## src/rtl/core_pkg.sv

```systemverilog
// core_pkg: shared state/cause encodings and helpers for the core_ctrl sequencer.
package core_pkg;

  // Width of the retired-instruction counter.
  localparam int unsigned INSTR_COUNT_W = 32;

  // Sequencer states; encodings are visible on state_o for debug.
  typedef enum logic [2:0] {
    ST_FETCH  = 3'd0,
    ST_DECODE = 3'd1,
    ST_EXEC   = 3'd2,
    ST_MEM    = 3'd3,
    ST_WB     = 3'd4,
    ST_HALT   = 3'd5
  } state_e;

  // Reason the core stopped in HALT.
  typedef enum logic [1:0] {
    CAUSE_NONE    = 2'd0,
    CAUSE_ILLEGAL = 2'd1,
    CAUSE_IMEM_TO = 2'd2,
    CAUSE_DMEM_TO = 2'd3
  } cause_e;

  // True when the instruction needs the data-memory stage.
  function automatic logic is_mem_op(input logic mem_read, input logic mem_write);
    return mem_read | mem_write;
  endfunction

  // A load that is also a store cannot be sequenced; treat it like an illegal opcode.
  function automatic logic is_bad_decode(input logic illegal, input logic mem_read,
                                         input logic mem_write);
    return illegal | (mem_read & mem_write);
  endfunction

endpackage

```

## src/rtl/bus_watchdog.sv

```systemverilog
// bus_watchdog: counts consecutive un-acked wait cycles and flags expiry at the limit.
// A limit of 0 disables the watchdog entirely.
module bus_watchdog #(
  parameter int unsigned TIMEOUT_CYCLES = 255
) (
  input  logic clk_i,
  input  logic rst_i,
  input  logic i_clear,
  input  logic i_wait,
  output logic o_expired
);

  localparam int unsigned      CNT_W     = (TIMEOUT_CYCLES == 0) ? 1 : $clog2(TIMEOUT_CYCLES + 1);
  localparam logic [CNT_W-1:0] LIMIT     = CNT_W'(TIMEOUT_CYCLES);
  localparam logic             WD_ENABLE = (TIMEOUT_CYCLES != 0);

  logic [CNT_W-1:0] r_count;
  logic [CNT_W-1:0] w_count_nxt;

  // Next count: clear wins, otherwise advance on each waiting cycle, saturating at the limit.
  always_comb begin
    w_count_nxt = r_count;
    if (i_clear) begin
      w_count_nxt = '0;
    end else if (i_wait && (r_count != LIMIT)) begin
      w_count_nxt = r_count + CNT_W'(1);
    end else begin
      w_count_nxt = r_count;
    end
  end

  // Wait-cycle counter register with synchronous reset.
  always_ff @(posedge clk_i) begin
    if (rst_i) begin
      r_count <= '0;
    end else begin
      r_count <= w_count_nxt;
    end
  end

  // Expiry only while still waiting, so a same-cycle ack always wins.
  assign o_expired = WD_ENABLE & i_wait & (r_count == LIMIT);

endmodule

```

## src/rtl/core_ctrl.sv

```systemverilog
// core_ctrl: multi-cycle FETCH/DECODE/EXEC/MEM/WB control sequencer for the nano RV32I core,
// with a shared bus watchdog, halt-on-fault and a retired-instruction counter.
module core_ctrl
  import core_pkg::*;
#(
  parameter int unsigned TIMEOUT_CYCLES = 255
) (
  input  logic                     clk_i,
  input  logic                     rst_i,
  output logic                     imem_req_o,
  input  logic                     imem_ack_i,
  output logic                     dmem_req_o,
  output logic                     dmem_we_o,
  input  logic                     dmem_ack_i,
  input  logic                     dec_reg_write_i,
  input  logic                     dec_mem_read_i,
  input  logic                     dec_mem_write_i,
  input  logic                     dec_illegal_i,
  output logic                     ir_write_o,
  output logic                     pc_write_o,
  output logic                     reg_write_o,
  output logic                     halted_o,
  output logic [1:0]               cause_o,
  output logic [2:0]               state_o,
  output logic [INSTR_COUNT_W-1:0] instr_count_o
);

  state_e                   r_state;
  state_e                   w_state_nxt;
  cause_e                   r_cause;
  cause_e                   w_cause_nxt;
  logic [INSTR_COUNT_W-1:0] r_instr_count;
  logic [INSTR_COUNT_W-1:0] w_instr_count_nxt;

  logic w_imem_req;
  logic w_dmem_req;
  logic w_dmem_we;
  logic w_ir_write;
  logic w_pc_write;
  logic w_reg_write;
  logic w_halted;

  logic w_wd_wait;
  logic w_wd_clear;
  logic w_wd_expired;

  // The watchdog sees a wait cycle whenever a bus request is open and unanswered.
  assign w_wd_wait  = ((r_state == ST_FETCH) && !imem_ack_i) ||
                      ((r_state == ST_MEM)   && !dmem_ack_i);
  // Any state change restarts the wait count for the next bus phase.
  assign w_wd_clear = (w_state_nxt != r_state);

  bus_watchdog #(
    .TIMEOUT_CYCLES(TIMEOUT_CYCLES)
  ) u_bus_watchdog (
    .clk_i    (clk_i),
    .rst_i    (rst_i),
    .i_clear  (w_wd_clear),
    .i_wait   (w_wd_wait),
    .o_expired(w_wd_expired)
  );

  // Next-state, halt cause and strobe decode from the current state plus same-cycle acks.
  always_comb begin
    w_state_nxt = r_state;
    w_cause_nxt = r_cause;
    w_imem_req  = 1'b0;
    w_dmem_req  = 1'b0;
    w_dmem_we   = 1'b0;
    w_ir_write  = 1'b0;
    w_pc_write  = 1'b0;
    w_reg_write = 1'b0;
    w_halted    = 1'b0;
    case (r_state)
      ST_FETCH: begin
        w_imem_req = 1'b1;
        if (imem_ack_i) begin
          w_ir_write  = 1'b1;
          w_state_nxt = ST_DECODE;
        end else if (w_wd_expired) begin
          w_state_nxt = ST_HALT;
          w_cause_nxt = CAUSE_IMEM_TO;
        end else begin
          w_state_nxt = ST_FETCH;
        end
      end
      ST_DECODE: begin
        if (is_bad_decode(dec_illegal_i, dec_mem_read_i, dec_mem_write_i)) begin
          w_state_nxt = ST_HALT;
          w_cause_nxt = CAUSE_ILLEGAL;
        end else begin
          w_state_nxt = ST_EXEC;
        end
      end
      ST_EXEC: begin
        if (is_mem_op(dec_mem_read_i, dec_mem_write_i)) begin
          w_state_nxt = ST_MEM;
        end else if (dec_reg_write_i) begin
          w_state_nxt = ST_WB;
        end else begin
          // Branch/jump with no destination retires straight from EXEC.
          w_pc_write  = 1'b1;
          w_state_nxt = ST_FETCH;
        end
      end
      ST_MEM: begin
        // Request and direction stay constant until the ack; IR keeps the flags stable.
        w_dmem_req = 1'b1;
        w_dmem_we  = dec_mem_write_i;
        if (dmem_ack_i) begin
          if (dec_mem_write_i) begin
            w_pc_write  = 1'b1;
            w_state_nxt = ST_FETCH;
          end else begin
            w_state_nxt = ST_WB;
          end
        end else if (w_wd_expired) begin
          w_state_nxt = ST_HALT;
          w_cause_nxt = CAUSE_DMEM_TO;
        end else begin
          w_state_nxt = ST_MEM;
        end
      end
      ST_WB: begin
        w_reg_write = 1'b1;
        w_pc_write  = 1'b1;
        w_state_nxt = ST_FETCH;
      end
      ST_HALT: begin
        // Sticky until reset; all strobes stay low.
        w_halted    = 1'b1;
        w_state_nxt = ST_HALT;
      end
      default: begin
        // Unused encodings are treated as a fault and parked in HALT.
        w_halted    = 1'b1;
        w_state_nxt = ST_HALT;
      end
    endcase
  end

  // Retired-instruction count advances on every PC commit and wraps naturally.
  always_comb begin
    if (w_pc_write) begin
      w_instr_count_nxt = r_instr_count + INSTR_COUNT_W'(1);
    end else begin
      w_instr_count_nxt = r_instr_count;
    end
  end

  // State, cause and counter registers; written every cycle, synchronous reset.
  always_ff @(posedge clk_i) begin
    if (rst_i) begin
      r_state       <= ST_FETCH;
      r_cause       <= CAUSE_NONE;
      r_instr_count <= '0;
    end else begin
      r_state       <= w_state_nxt;
      r_cause       <= w_cause_nxt;
      r_instr_count <= w_instr_count_nxt;
    end
  end

  // Every output is held at zero while reset is asserted, dropping any open request.
  assign imem_req_o    = w_imem_req  & ~rst_i;
  assign dmem_req_o    = w_dmem_req  & ~rst_i;
  assign dmem_we_o     = w_dmem_we   & ~rst_i;
  assign ir_write_o    = w_ir_write  & ~rst_i;
  assign pc_write_o    = w_pc_write  & ~rst_i;
  assign reg_write_o   = w_reg_write & ~rst_i;
  assign halted_o      = w_halted    & ~rst_i;
  assign cause_o       = rst_i ? 2'd0 : r_cause;
  assign state_o       = rst_i ? 3'd0 : r_state;
  assign instr_count_o = rst_i ? {INSTR_COUNT_W{1'b0}} : r_instr_count;

endmodule

```

## config.mk

```make
export PLATFORM = sky130hd
export DESIGN_NAME = core_ctrl
export DESIGN_NICKNAME = d
export VERILOG_FILES = /design/src/rtl/core_pkg.sv /design/src/rtl/bus_watchdog.sv /design/src/rtl/core_ctrl.sv
export SDC_FILE = /design/constraint.sdc
export NUM_CORES = 1
export LEC_CHECK = 0
export CAP_MARGIN = 20
export CORE_MARGIN = 3
export CORE_UTILIZATION = 59
export CTS_BUF_LIST = sky130_fd_sc_hd__clkbuf_4 sky130_fd_sc_hd__clkbuf_8
export CTS_CLUSTER_SIZE = 25
export DETAILED_ROUTE_END_ITERATION = 8
export DONT_BUFFER_PORTS = 1
export GPL_TIMING_DRIVEN = 0
export PLACE_DENSITY = 0.76
export SETUP_SLACK_MARGIN = 0.05
export SLEW_MARGIN = 10
export SYNTH_ARGS = -nofsm -noshare
export SYNTH_HDL_FRONTEND = slang
export SYNTH_SLANG_ARGS = --single-unit
export TNS_END_PERCENT = 50
```

## constraint.sdc

```tcl
create_clock -name clk_i -period 4.9 [get_ports clk_i]
set_clock_uncertainty 0.1 [all_clocks]
set_input_delay 0.98 -clock clk_i [delete_from_list [all_inputs] [get_ports clk_i]]
set_output_delay 0.98 -clock clk_i [all_outputs]
set_load 0.1 [all_outputs]
```

[Word level (Yosys, flattened, before mapping)]
Index checks and enable logic that the tools add are counted.
Operators by class
  $add $sub $neg: 2
  eq/ne operators: 12
  muxes and demuxes: 30
  bitwise logic cells: 12
  reduce and logical (&&, ||, !) cells: 11
Operators by type and width (count)
  32-bit by 1-bit adder with 32-bit output, second input constant: 1
  32-bit two-way mux: 1
  3-bit two-way mux: 9
  3-bit one-hot mux with 5 select lines: 1
  2-bit two-way mux: 6
  1-bit two-way mux: 11
  1-bit bitwise AND: 9
  8-bit by 1-bit adder with 8-bit output, second input constant: 1
  8-bit == test, second input constant: 1
  8-bit inequality test, second input constant: 1
  3-bit by 2-bit == test with 1-bit output, second input constant: 2
  2-bit inequality test, second input constant: 3
  2-bit one-hot mux with 3 select lines: 1
  6-bit AND reduction: 1
  5-bit OR reduction: 1
  2-bit by 1-bit inequality test with 1-bit output, second input constant: 2
  3-bit by 1-bit == test with 1-bit output, second input constant: 1
  3-bit == test, second input constant: 1
  1-bit logical AND: 3
  3-bit logical NOT: 1
  3-bit inequality test: 1
  1-bit one-hot mux with 3 select lines: 1
  3-bit nonzero test: 1
  1-bit logical NOT: 2
  other kinds (4): 5
Word-level totals
  register bits after elaboration: 45
  input bits: 8
  output and inout port bits: 44
  logic and storage cells: 71

[Longest topological paths before layout]
Gate-level depths: netlist of the first run.
  word-level depth: 9
  depth in mapped cells: 8
  depth with buffers taken out: 6

[Cells and area by module]
Synthesis of the first run repeated with hierarchy kept, for this count alone.
Second synthesis, totals
  cells, all modules: 329
  area total of the unflattened synthesis: 2602.5 µm²
Modules (own cells, without submodules)
  core_ctrl: instances 1, cells each 280, area an instance 2168.3 µm², sequential area each 740.7 µm²
  bus_watchdog: instances 1, cells each 49, area an instance 434.2 µm², sequential area each 160.2 µm²

[Worst setup path after synthesis of the first run]
Ideal clock, no wire load.
  kind: input port to output port
  start point: input port rst_i
  end point: output port ir_write_o
  arrival: 4.248 ns
  required time: 3.820 ns
  slack: -0.428 ns
  stages on the path: 3
  path buffers: 1
  cell sequence: clkbuf_1 > nor3_1 > and2_1
Between the ends
  cells in the longest elaborated chain, start to end: 2
RTL lines
  start, declared: line core_ctrl.sv:9  | input logic rst_i,
  1-bit NOT: line core_ctrl.sv:168  | assign ir_write_o = w_ir_write & ~rst_i;
  1-bit bitwise AND: line core_ctrl.sv:168
  end, declared: line core_ctrl.sv:19  | output logic ir_write_o,
Every way passes these cells.

[Final worst setup path of the first run]
  start point: input port rst_i
  end point: output port instr_count_o[29]
Between the ends
  cells in the longest elaborated chain, start to end: 1
RTL lines
  32-bit two-way mux: line core_ctrl.sv:174  | assign instr_count_o = rst_i ? {INSTR_COUNT_W{1'b0}} : r_instr_count;
  end, declared: line core_ctrl.sv:25  | output logic [INSTR_COUNT_W-1:0] instr_count_o
Every way passes these cells.

==> results of run 1 <==
==> final timing paths <==
path,start,cells after the start,slack [ps],endpoint
max,rst_i,4,900,instr_count_o[29]
min,r_cause[0]$_SDFFE_PP0P_,2,370,r_cause[0]$_SDFFE_PP0P_
max reg2reg,r_instr_count[0]$_SDFFE_PP0P_,7,2400,r_instr_count[28]$_SDFFE_PP0P_
min reg2reg,r_cause[0]$_SDFFE_PP0P_,2,370,r_cause[0]$_SDFFE_PP0P_
==> metrics by stage <==
step                      instances  setup slack (ps)  hold WS (ps)   util
after floorplan                 345               516           327      -
after global placement          397               361           358  0.650
after detailed placement        412               881           356  0.712
after CTS                       420               897           368  0.739
after global routing            420               745           409  0.739
final                           420               902           368  0.739
==> state kept, by name, summed over array words and instances, names as in the netlist <==
| name | flops |
|---|---|
| u_bus_watchdog.r_count | 8 |
| r_cause | 2 |
| r_state | 3 |
| r_instr_count | 32 |
==> tightest hold or removal path, cell delays in order (launching register included) <==
cell and delay [ps]:
sky130_fd_sc_hd__dfxtp_1 320, sky130_fd_sc_hd__nand2_1 50, sky130_fd_sc_hd__a21oi_1 50
==> layout make-up <==
cell class	instances	area, sq um
inverter	8	30.0
clock buffer	7	90.1
timing repair buffer	15	173
multi-input combinational	272	1950
clock inverter	1	30.0
fill	343	1180
sequential	45	901
buffer	20	88.8
tap	52	65.1
==> placed cells by master, fill, tap and decap left out, drive strengths merged, types with 2 or more instances in the layout <==
master,count
or4,2
inv,8
a21oi,16
nand2b,4
and2,4
nand3,13
nor4,2
clkbuf,22
or2,2
nor3b,2
mux2i,2
nor2,55
or3,2
dfxtp,45
a211oi,6
mux2,7
o21bai,2
xnor2,28
buf,20
nor2b,35
and4,3
ha,2
a2111oi,17
o2111ai,2
nand2,30
nor3,6
o21ai,5
nand4,9
==> layer usage <==
layer,wire (um),up-vias,global-route usage
met2,3340,95,0.416
met4,92,0,0.0718
met3,411,13,0.0554
met5,0,-,0
met1,3230,1206,0.339
li1,-,1252,-
==> cells by family (layout without fill, tap and decap cells) <==
kind of cell / count (synthesis) / in the layout
AND/OR/NAND/NOR: 174 / 174
AO/OA/AOI/OAI: 58 / 58
flip-flops: 45 / 45
XOR/XNOR: 29 / 29
buffers and inverters: 28 / 51
multiplexers: 9 / 9
adder cells (fa/ha/maj): 2 / 2
==> power groups by stage <==
stage,Sequential [W],Clock [W],Combinational (W)
finish,0.000378,0.000298,0.000139
global route,0.000379,0.000315,0.000148
CTS,0.000378,0.000300,0.000138
detailed placement,0.000386,0,0.000137
global placement,0.000386,0,0.000122
floorplan,0.000384,0,0.000106
==> metrics, run 1 <==
sequential share of the synthesized area=0.315; Top Family by Delay on Critical Path=buffers and inverters; main combinational cell family by area after synthesis=simple AND/OR/NAND/NOR gates; switching share of power=0.290; period utilization=0.816; status=finished, final reports clean; starting utilization of the core area=0.634; synth top area cells=sky130_fd_sc_hd__dfxtp_1 (32%), sky130_fd_sc_hd__xnor2_1 (8.6%), sky130_fd_sc_hd__nor2b_1 (7.7%); static power due to leakage=0.991 nW; Tightest Pin Transition=1190 ps; maximum level of the CTS H-tree=2; Congestion Overflow GR=0; Max VDD drop=0.176 mV; count of maximum capacitance violations=0; Pwr Density=245 mW/mm^2; hold crit path type=reg2reg; post-synthesis cell type count=slightly below 60; clock sink count=45; number of DRC violations after detailed-routing iteration 0=177; clock insertion delay at the later pin of the skew report=roughly 300 ps; combined global-route utilization of all metal layers=0.255; Seq pwr share=0.464; Critical Path Slowest Stage Cell=sky130_fd_sc_hd__clkbuf_1; horizontal extent of the die=around 76 um; DRC errors left=0; maximum operating frequency=250 MHz; Post-CTS Hold Buffers=0; number of rows created at floorplan=24; die area=between 0.005 and 0.006 sq mm; data arrival time of the critical path=2920 ps; final setup violation count=0; share of the synthesized area in the top cell type=0.315; vias in the first global route=2364; Final Hold Vio Count=0; maximum number of pins on one net before global-route repair=14; CTS tree=done; Synth Area per Inst=8.28 sq um; CP Max Fanout=10; RD Place Congestion=approximately 0.93; share of synthesized area spent on multiplexers=0.0346; share of total power in combinational logic=0.170; instance count of the mapped netlist=345; Pins Over Slew Limit=0; Inserted Clock Buffers=5; share of the synthesized area in compound gates (AO/OA/AOI/OAI)=0.196; vertical die dimension=75.6 um; final design instance area without fill=0.00333 sq mm; number of vias in the routed layout=2566; DR vias/cell=6.11; area added between synthesis and finish=16.5%; net count reported at finish=377; power share of the clock group=0.366; Synth area leader=sky130_fd_sc_hd__dfxtp_1; most common cell in the synthesized netlist=sky130_fd_sc_hd__nor2_1; maximum root-to-sink buffer count=2; core outline area=about 0.0045 sq mm; area share of and/or/nand/nor cells after synthesis=0.314; number of buffer and inverter stages on the critical path=3; initial antenna violation count=0; CP max stage delay=610 ps; xor/xnor cell area share of the yosys netlist=0.0889; endpoint type of the worst setup path=primary output; CP Launch Type=input port; Total Wirelength=7.07 mm; global-route wire length before repair=11.2 mm; diode count=0; critical-path cell list=clkbuf_1, clkbuf_1, clkbuf_1, nor2_2; total placed instance area=0.00321 sq mm; RSZ-0062 raised after global routing=no; post-layout minimum cycle time=4000 ps; Internal=just under 0.0006 W; Post-synth EDFFs=0; total number of yosys warnings=0; Post-synth top flop=sky130_fd_sc_hd__dfxtp_1; WL/cell=16.8 um; number of synthesized register bits=45; net switching power figure=0.000236 W; summed instance area of the synthesized netlist=0.00286 sq mm; worst setup path category=in2out; Setup Buffers After CTS=0; Resized cells post-CTS=0; fraction of the mapped netlist area in adder cells=0.00876; worst endpoint required time=around 3800 ps; number of nets with antenna violations after routing=0; total chip power=0.000815 W; net count after synthesis=355; most numerous cell types in the synthesized netlist=sky130_fd_sc_hd__nor2_1 (55), sky130_fd_sc_hd__dfxtp_1 (45), sky130_fd_sc_hd__nor2b_1 (35); root buffer cell=sky130_fd_sc_hd__clkbuf_8; fraction of layout instances using a drive strength above 1=0.226; ys async rst share=0; Total Neg Setup Slack=0 ps; Ports=52; Initial DRT Pass Iterations=5; worst slew margin relative to its limit=0.205; port bufs=0; Critical Path Most Common Cell=sky130_fd_sc_hd__clkbuf_1; half-perimeter wire length after detailed placement=between 5 and 6 mm; clock-pin slew on the worst setup and hold paths=80 ps
No activity file was read; power rests on OpenSTA's default activity.
==> run 2, diff against run 1 <==
==> constraint.sdc (replaced) <==
create_clock -name clk_i -period 4.1 [get_ports clk_i]
set_clock_uncertainty 0.1 [all_clocks]
set_input_delay 0.82 -clock clk_i [delete_from_list [all_inputs] [get_ports clk_i]]
set_output_delay 0.82 -clock clk_i [all_outputs]
set_load 0.1 [all_outputs]
==> run 2 against run 1 <==
Against the previous run:
- worst setup slack lost 710 ps
- global-route usage rose by 0.25 points
- final cell count shrank 0.48%
- sequential power rose by 19%
- register-to-register slack got worse by 730 ps
==> metrics, run 2 (synthesis gave the netlist of run 1 again) <==
Congestion Overflow GR=0 (unchanged); worst slew margin relative to its limit=0.216 (was 0.205); worst endpoint required time=3180 ps (was 3820 ps); data arrival time of the critical path=2980 ps (was 2920 ps); CP Launch Type=flop (was input port); combined global-route utilization of all metal layers=0.257 (was 0.255); Post-CTS Hold Buffers=0 (unchanged); maximum level of the CTS H-tree=2 (unchanged); number of DRC violations after detailed-routing iteration 0=181 (was 177); routing layer with the top usage in global route=met2 (unchanged); commonest non-fill, non-tap cell in the layout=sky130_fd_sc_hd__nor2_1 (unchanged); hold crit path type=reg2reg (unchanged); Tightest Pin Transition=1180 ps (was 1190 ps); clock-pin slew on the worst setup and hold paths=80 ps (about the same); WL/cell=16.6 um (was 16.8 um); Setup Buffers After CTS=0 (unchanged); half-perimeter wire length after detailed placement=5.22 mm (was 5.23 mm); RSZ-0062 raised after global routing=no (unchanged); number of vias in the routed layout=2529 (was 2566); horizontal extent of the die=75.6 um (unchanged); Worst R2R Start=r_instr_count[0]$_SDFFE_PP0P_ (unchanged); initial antenna violation count=0 (unchanged); register with the highest flop count=r_instr_count (unchanged); endpoint type of the worst setup path=primary output (unchanged); total placed instance area=0.00318 sq mm (was 0.00321 sq mm); area occupied by multi-input gates=0.00195 sq mm (unchanged); clock insertion delay at the later pin of the skew report=300 ps (about the same); core outline area=0.00450 sq mm (unchanged); vertical die dimension=75.6 um (unchanged); root buffer cell=sky130_fd_sc_hd__clkbuf_8 (unchanged); count of maximum capacitance violations=0 (unchanged); Max VDD drop=0.205 mV (was 0.176 mV); diode count=0 (unchanged); maximum number of pins on one net before global-route repair=14 (unchanged); Pwr Density=277 mW/mm^2 (was 245 mW/mm^2); Resized cells post-CTS=0 (unchanged); Min-Delay Path Depth=2 (unchanged); clock sink count=45 (unchanged); DRC errors left=0 (unchanged); Total Neg Setup Slack=0 ps (unchanged); RD Place Congestion=0.927 (was 0.934); CP Max Fanout=10 (unchanged); worst setup path category=reg2out (was in2out); period utilization=0.952; total area of sequential cells=901 sq um (unchanged); final design instance area without fill=0.00328 sq mm (was 0.00333 sq mm); static power due to leakage=0.970 nW (was 0.991 nW); Final Hold Vio Count=0 (unchanged); grt met2 use=0.417 (was 0.416); Inserted Clock Buffers=5 (unchanged); number of rows created at floorplan=24 (unchanged); maximum root-to-sink buffer count=2 (unchanged); R2R Path End=r_instr_count[28]$_SDFFE_PP0P_ (unchanged); routing usage on met3=0.0765 (was 0.0554); post-layout minimum cycle time=between 3000 and 4000 ps; number of nets with antenna violations after routing=0 (unchanged); most frequent cells in the layout=sky130_fd_sc_hd__nor2_1 (50), sky130_fd_sc_hd__dfxtp_1 (45), sky130_fd_sc_hd__nor2b_2 (34) (unchanged); global-route wire length before repair=11.2 mm (about the same); net count reported at finish=375 (was 377); DR vias/cell=6.05 (was 6.11); status=finished, final reports clean (unchanged); worst setup slack for register-to-register paths=1670 ps (was 2400 ps); number of flip-flops under the largest register name=32 (unchanged); count of fill cells added during filler insertion=348 (was 343); starting utilization of the core area=0.634 (unchanged); Ports=52 (unchanged); die area=0.00571 sq mm (unchanged); global routing usage on met1=0.329 (was 0.339); maximum operating frequency=256 MHz; Worst Reg-to-Reg Cells=7 (unchanged); worst hold slack across all endpoints=351 ps (was 368 ps); vias in the first global route=2347 (was 2364); port bufs=0 (unchanged); end of the worst hold path=r_cause[0]$_SDFFE_PP0P_ (unchanged); startpoint of the lowest-slack hold path=r_cause[0]$_SDFFE_PP0P_ (unchanged); Pins Over Slew Limit=0 (unchanged); CTS tree=done (unchanged); dpl ws=274 ps (was 881 ps); fraction of layout instances using a drive strength above 1=0.224 (was 0.226); area added between synthesis and finish=14.7% (was 16.5%); Final WS setup=196 ps (was 902 ps); largest registers in the final layout=r_instr_count (32), u_bus_watchdog.r_count (8), r_state (3) (unchanged); Total Wirelength=6.95 mm (was 7.07 mm); Initial DRT Pass Iterations=4 (was 5); final setup violation count=0 (unchanged)
run 2: cell count changes in the layout (fill, tap and decap cells not counted):
cell                        delta
sky130_fd_sc_hd__buf_1         -1
sky130_fd_sc_hd__buf_16        -1
sky130_fd_sc_hd__bufinv_16     -1
sky130_fd_sc_hd__clkbuf_4      -1
sky130_fd_sc_hd__clkbuf_8      +1
sky130_fd_sc_hd__clkinv_2      +1
run 2: final cells by class:
class                      instances  share of cell area
timing repair buffer              13              0.0431
clock inverter                     1             0.00153
sequential                        45               0.275
inverter                           8             0.00916
buffer                            20              0.0271
tap                               52              0.0199
multi-input combinational        272               0.595
clock buffer                       7              0.0294
run 2: worst max-delay path by stage:
| stage | startpoint | endpoint | cells past startpoint |
|---|---|---|---|
| finish | r_state[0]$_SDFF_PP0_ | ir_write_o | 4 |
| floorplan | dec_mem_write_i | pc_write_o | 5 |
| CTS | r_state[0]$_SDFF_PP0_ | ir_write_o | 4 |
| global placement | dec_mem_write_i | pc_write_o | 4 |
| global route | r_state[0]$_SDFF_PP0_ | ir_write_o | 4 |
| detailed placement | rst_i | ir_write_o | 3 |
run 2: power breakdown:
part	leakage, nW	internal (W)	total (W)	switching, W
Combinational	0.553	0.0000345	0.000155	0.000120
Clock	0.0542	0.000152	0.000302	0.000150
Sequential	0.363	0.000444	0.000451	0.00000757
Total	0.970	0.000631	0.000908	0.000277
run 2: layer usage:
| layer | wire length (um) | vias to the layer above | part of all wire |
|---|---|---|---|
| met5 | 0 | - | 0 |
| met4 | 80 | 0 | 0.012 |
| met3 | 387 | 8 | 0.056 |
| met2 | 3350 | 66 | 0.48 |
| met1 | 3130 | 1200 | 0.45 |
| li1 | - | 1255 | - |
run 2: through the flow:
stage	util	instances	power [W]
2_1_floorplan	-	345	0.000588
3_3_place_gp	0.651	397	0.000610
3_5_place_dp	0.705	410	0.000616
4_1_cts	0.728	418	0.000912
5_1_grt	0.728	418	0.000945
6_report	0.728	418	0.000908
run 2: worst max-delay path, stage by stage, from the launching register on:
cell and delay [ps]:
sky130_fd_sc_hd__dfxtp_1 370, sky130_fd_sc_hd__clkbuf_1 230, sky130_fd_sc_hd__or2_2 410, sky130_fd_sc_hd__nor3_4 790
sky130_fd_sc_hd__and2_1 880
==> run 3, diff against run 2 <==
--- a/config.mk
+++ b/config.mk
@@ -13,7 +13,7 @@
 export DETAILED_ROUTE_END_ITERATION = 8
 export DONT_BUFFER_PORTS = 1
 export GPL_TIMING_DRIVEN = 0
-export PLACE_DENSITY = 0.76
+export PLACE_DENSITY = 0.77
 export SETUP_SLACK_MARGIN = 0.05
 export SLEW_MARGIN = 10
 export SYNTH_ARGS = -nofsm -noshare
==> run 3 against run 2 <==
Against the previous run:
- flip-flop and latch count is the same
- core utilization grew 0.28 points
- clock power barely moved
- final area rose by 0.38%
- critical path type unchanged
==> metrics, run 3 (synthesis gave the netlist of run 1 again) <==
status=finished, final reports clean (unchanged); horizontal extent of the die=75.6 um (unchanged); Worst Reg-to-Reg Cells=7 (unchanged); Final WS setup=180 ps (was 196 ps); clock sink count=45 (unchanged); maximum number of pins on one net before global-route repair=14 (unchanged); worst endpoint required time=3180 ps (about the same); combined global-route utilization of all metal layers=0.252 (was 0.257); clock insertion delay at the later pin of the skew report=300 ps (about the same); maximum operating frequency=255 MHz (was 256 MHz); Tightest Pin Transition=1190 ps (was 1180 ps); static power due to leakage=0.974 nW (was 0.970 nW); end of the worst hold path=r_cause[0]$_SDFFE_PP0P_ (unchanged); diode count=0 (unchanged); most frequent cells in the layout=sky130_fd_sc_hd__nor2_1 (50), sky130_fd_sc_hd__dfxtp_1 (45), sky130_fd_sc_hd__nor2b_2 (34) (unchanged); starting utilization of the core area=0.634 (unchanged); net count reported at finish=375 (unchanged); area occupied by multi-input gates=0.00195 sq mm (unchanged); endpoint type of the worst setup path=primary output (unchanged); R2R Path End=r_instr_count[28]$_SDFFE_PP0P_ (unchanged); root buffer cell=sky130_fd_sc_hd__clkbuf_8 (unchanged); worst setup path category=reg2out (unchanged); total placed instance area=0.00319 sq mm (was 0.00318 sq mm); die area=0.00571 sq mm (unchanged); number of rows created at floorplan=24 (unchanged); count of maximum capacitance violations=0 (unchanged); WL/cell=16.6 um (about the same); CTS tree=done (unchanged); number of flip-flops under the largest register name=32 (unchanged); period utilization=0.956 (was 0.952); RD Place Congestion=0.950 (was 0.927); DR vias/cell=6.07 (was 6.05); Initial DRT Pass Iterations=4 (unchanged); commonest non-fill, non-tap cell in the layout=sky130_fd_sc_hd__nor2_1 (unchanged); Final Hold Vio Count=0 (unchanged); worst setup slack for register-to-register paths=1660 ps (was 1670 ps); Congestion Overflow GR=0 (unchanged); dpl ws=259 ps (was 274 ps); total area of sequential cells=901 sq um (unchanged); register with the highest flop count=r_instr_count (unchanged); Ports=52 (unchanged); initial antenna violation count=0 (unchanged); startpoint of the lowest-slack hold path=r_cause[0]$_SDFFE_PP0P_ (unchanged); fraction of layout instances using a drive strength above 1=0.224 (unchanged); Pins Over Slew Limit=0 (unchanged); data arrival time of the critical path=3000 ps (was 2980 ps); half-perimeter wire length after detailed placement=5.17 mm (was 5.22 mm); worst slew margin relative to its limit=0.204 (was 0.216); final setup violation count=0 (unchanged); number of nets with antenna violations after routing=0 (unchanged); number of DRC violations after detailed-routing iteration 0=169 (was 181); Worst R2R Start=r_instr_count[0]$_SDFFE_PP0P_ (unchanged); Total Neg Setup Slack=0 ps (unchanged); area added between synthesis and finish=15.2% (was 14.7%); Post-CTS Hold Buffers=0 (unchanged); number of vias in the routed layout=2538 (was 2529); global-route wire length before repair=11.2 mm (unchanged); DRC errors left=0 (unchanged); Total Wirelength=6.95 mm (about the same); Resized cells post-CTS=0 (unchanged); port bufs=0 (unchanged); largest registers in the final layout=r_instr_count (32), u_bus_watchdog.r_count (8), r_state (3) (unchanged); vertical die dimension=75.6 um (unchanged); CP Max Fanout=10 (unchanged); final design instance area without fill=0.00329 sq mm (was 0.00328 sq mm); core outline area=0.00450 sq mm (unchanged); Pwr Density=277 mW/mm^2 (about the same); Min-Delay Path Depth=2 (unchanged); clock-pin slew on the worst setup and hold paths=80 ps (about the same); count of fill cells added during filler insertion=370 (was 348); RSZ-0062 raised after global routing=no (unchanged); post-layout minimum cycle time=3920 ps (was 3900 ps); CP Launch Type=flop (unchanged); maximum root-to-sink buffer count=2 (unchanged); maximum level of the CTS H-tree=2 (unchanged); Setup Buffers After CTS=0 (unchanged); hold crit path type=reg2reg (unchanged); Max VDD drop=0.197 mV (was 0.205 mV); Inserted Clock Buffers=5 (unchanged); vias in the first global route=2424 (was 2347)
## run 3: cell counts in the layout (fill, tap and decap cells not counted)
No cell type changed its count.
## run 3: per-layer routing
metal  global-route usage  vias up  share of wire
met5                    0        -              0
met4               0.0583        0         0.0082
met3               0.0620        6          0.056
met2                0.420       73           0.47
met1                0.329     1200           0.46
li1                     -     1259              -
## run 3: how the worst max path moves through the flow
stage / start / endpoint / slack [ps] / cells after the start
final: r_state[0]$_SDFF_PP0_ / ir_write_o / 180 / 4
after global routing: r_state[0]$_SDFF_PP0_ / ir_write_o / 70 / 4
after CTS: r_state[0]$_SDFF_PP0_ / ir_write_o / 190 / 4
after detailed placement: rst_i / ir_write_o / 260 / 3
after global placement: dec_mem_write_i / pc_write_o / 60 / 4
after floorplan: dec_mem_write_i / pc_write_o / 220 / 5
## run 3: metrics by stage
stage / std cells / util / power [W] / hold slack (ps)
final: 418 / 0.730 / 0.000911 / 367
after global routing: 418 / 0.730 / 0.000941 / 409
after CTS: 418 / 0.730 / 0.000913 / 366
after detailed placement: 410 / 0.708 / 0.000617 / 355
after global placement: 397 / 0.651 / 0.000610 / 360
after floorplan: 345 / - / 0.000588 / 327
## run 3: report_power, final
part / total [W] / switching (W) / internal (W) / leakage (nW)
sequential: 0.000452 / 0.00000800 / 0.000444 / 0.363
combinational: 0.000156 / 0.000121 / 0.0000346 / 0.557
clock: 0.000303 / 0.000151 / 0.000152 / 0.0542
## run 3: area by class of cell
class,count,share of cell area
clock inverter,1,0.00152
multi-input combinational,272,0.593
sequential,45,0.274
inverter,8,0.00913
tap,52,0.0198
clock buffer,7,0.0293
buffer,20,0.0270
timing repair buffer,13,0.0468
## run 3: critical path: stages, from the launching register on
cell and delay, ps:
sky130_fd_sc_hd__dfxtp_1 370, sky130_fd_sc_hd__clkbuf_1 230, sky130_fd_sc_hd__or2_2 420, sky130_fd_sc_hd__nor3_4 790, sky130_fd_sc_hd__and2_1 890
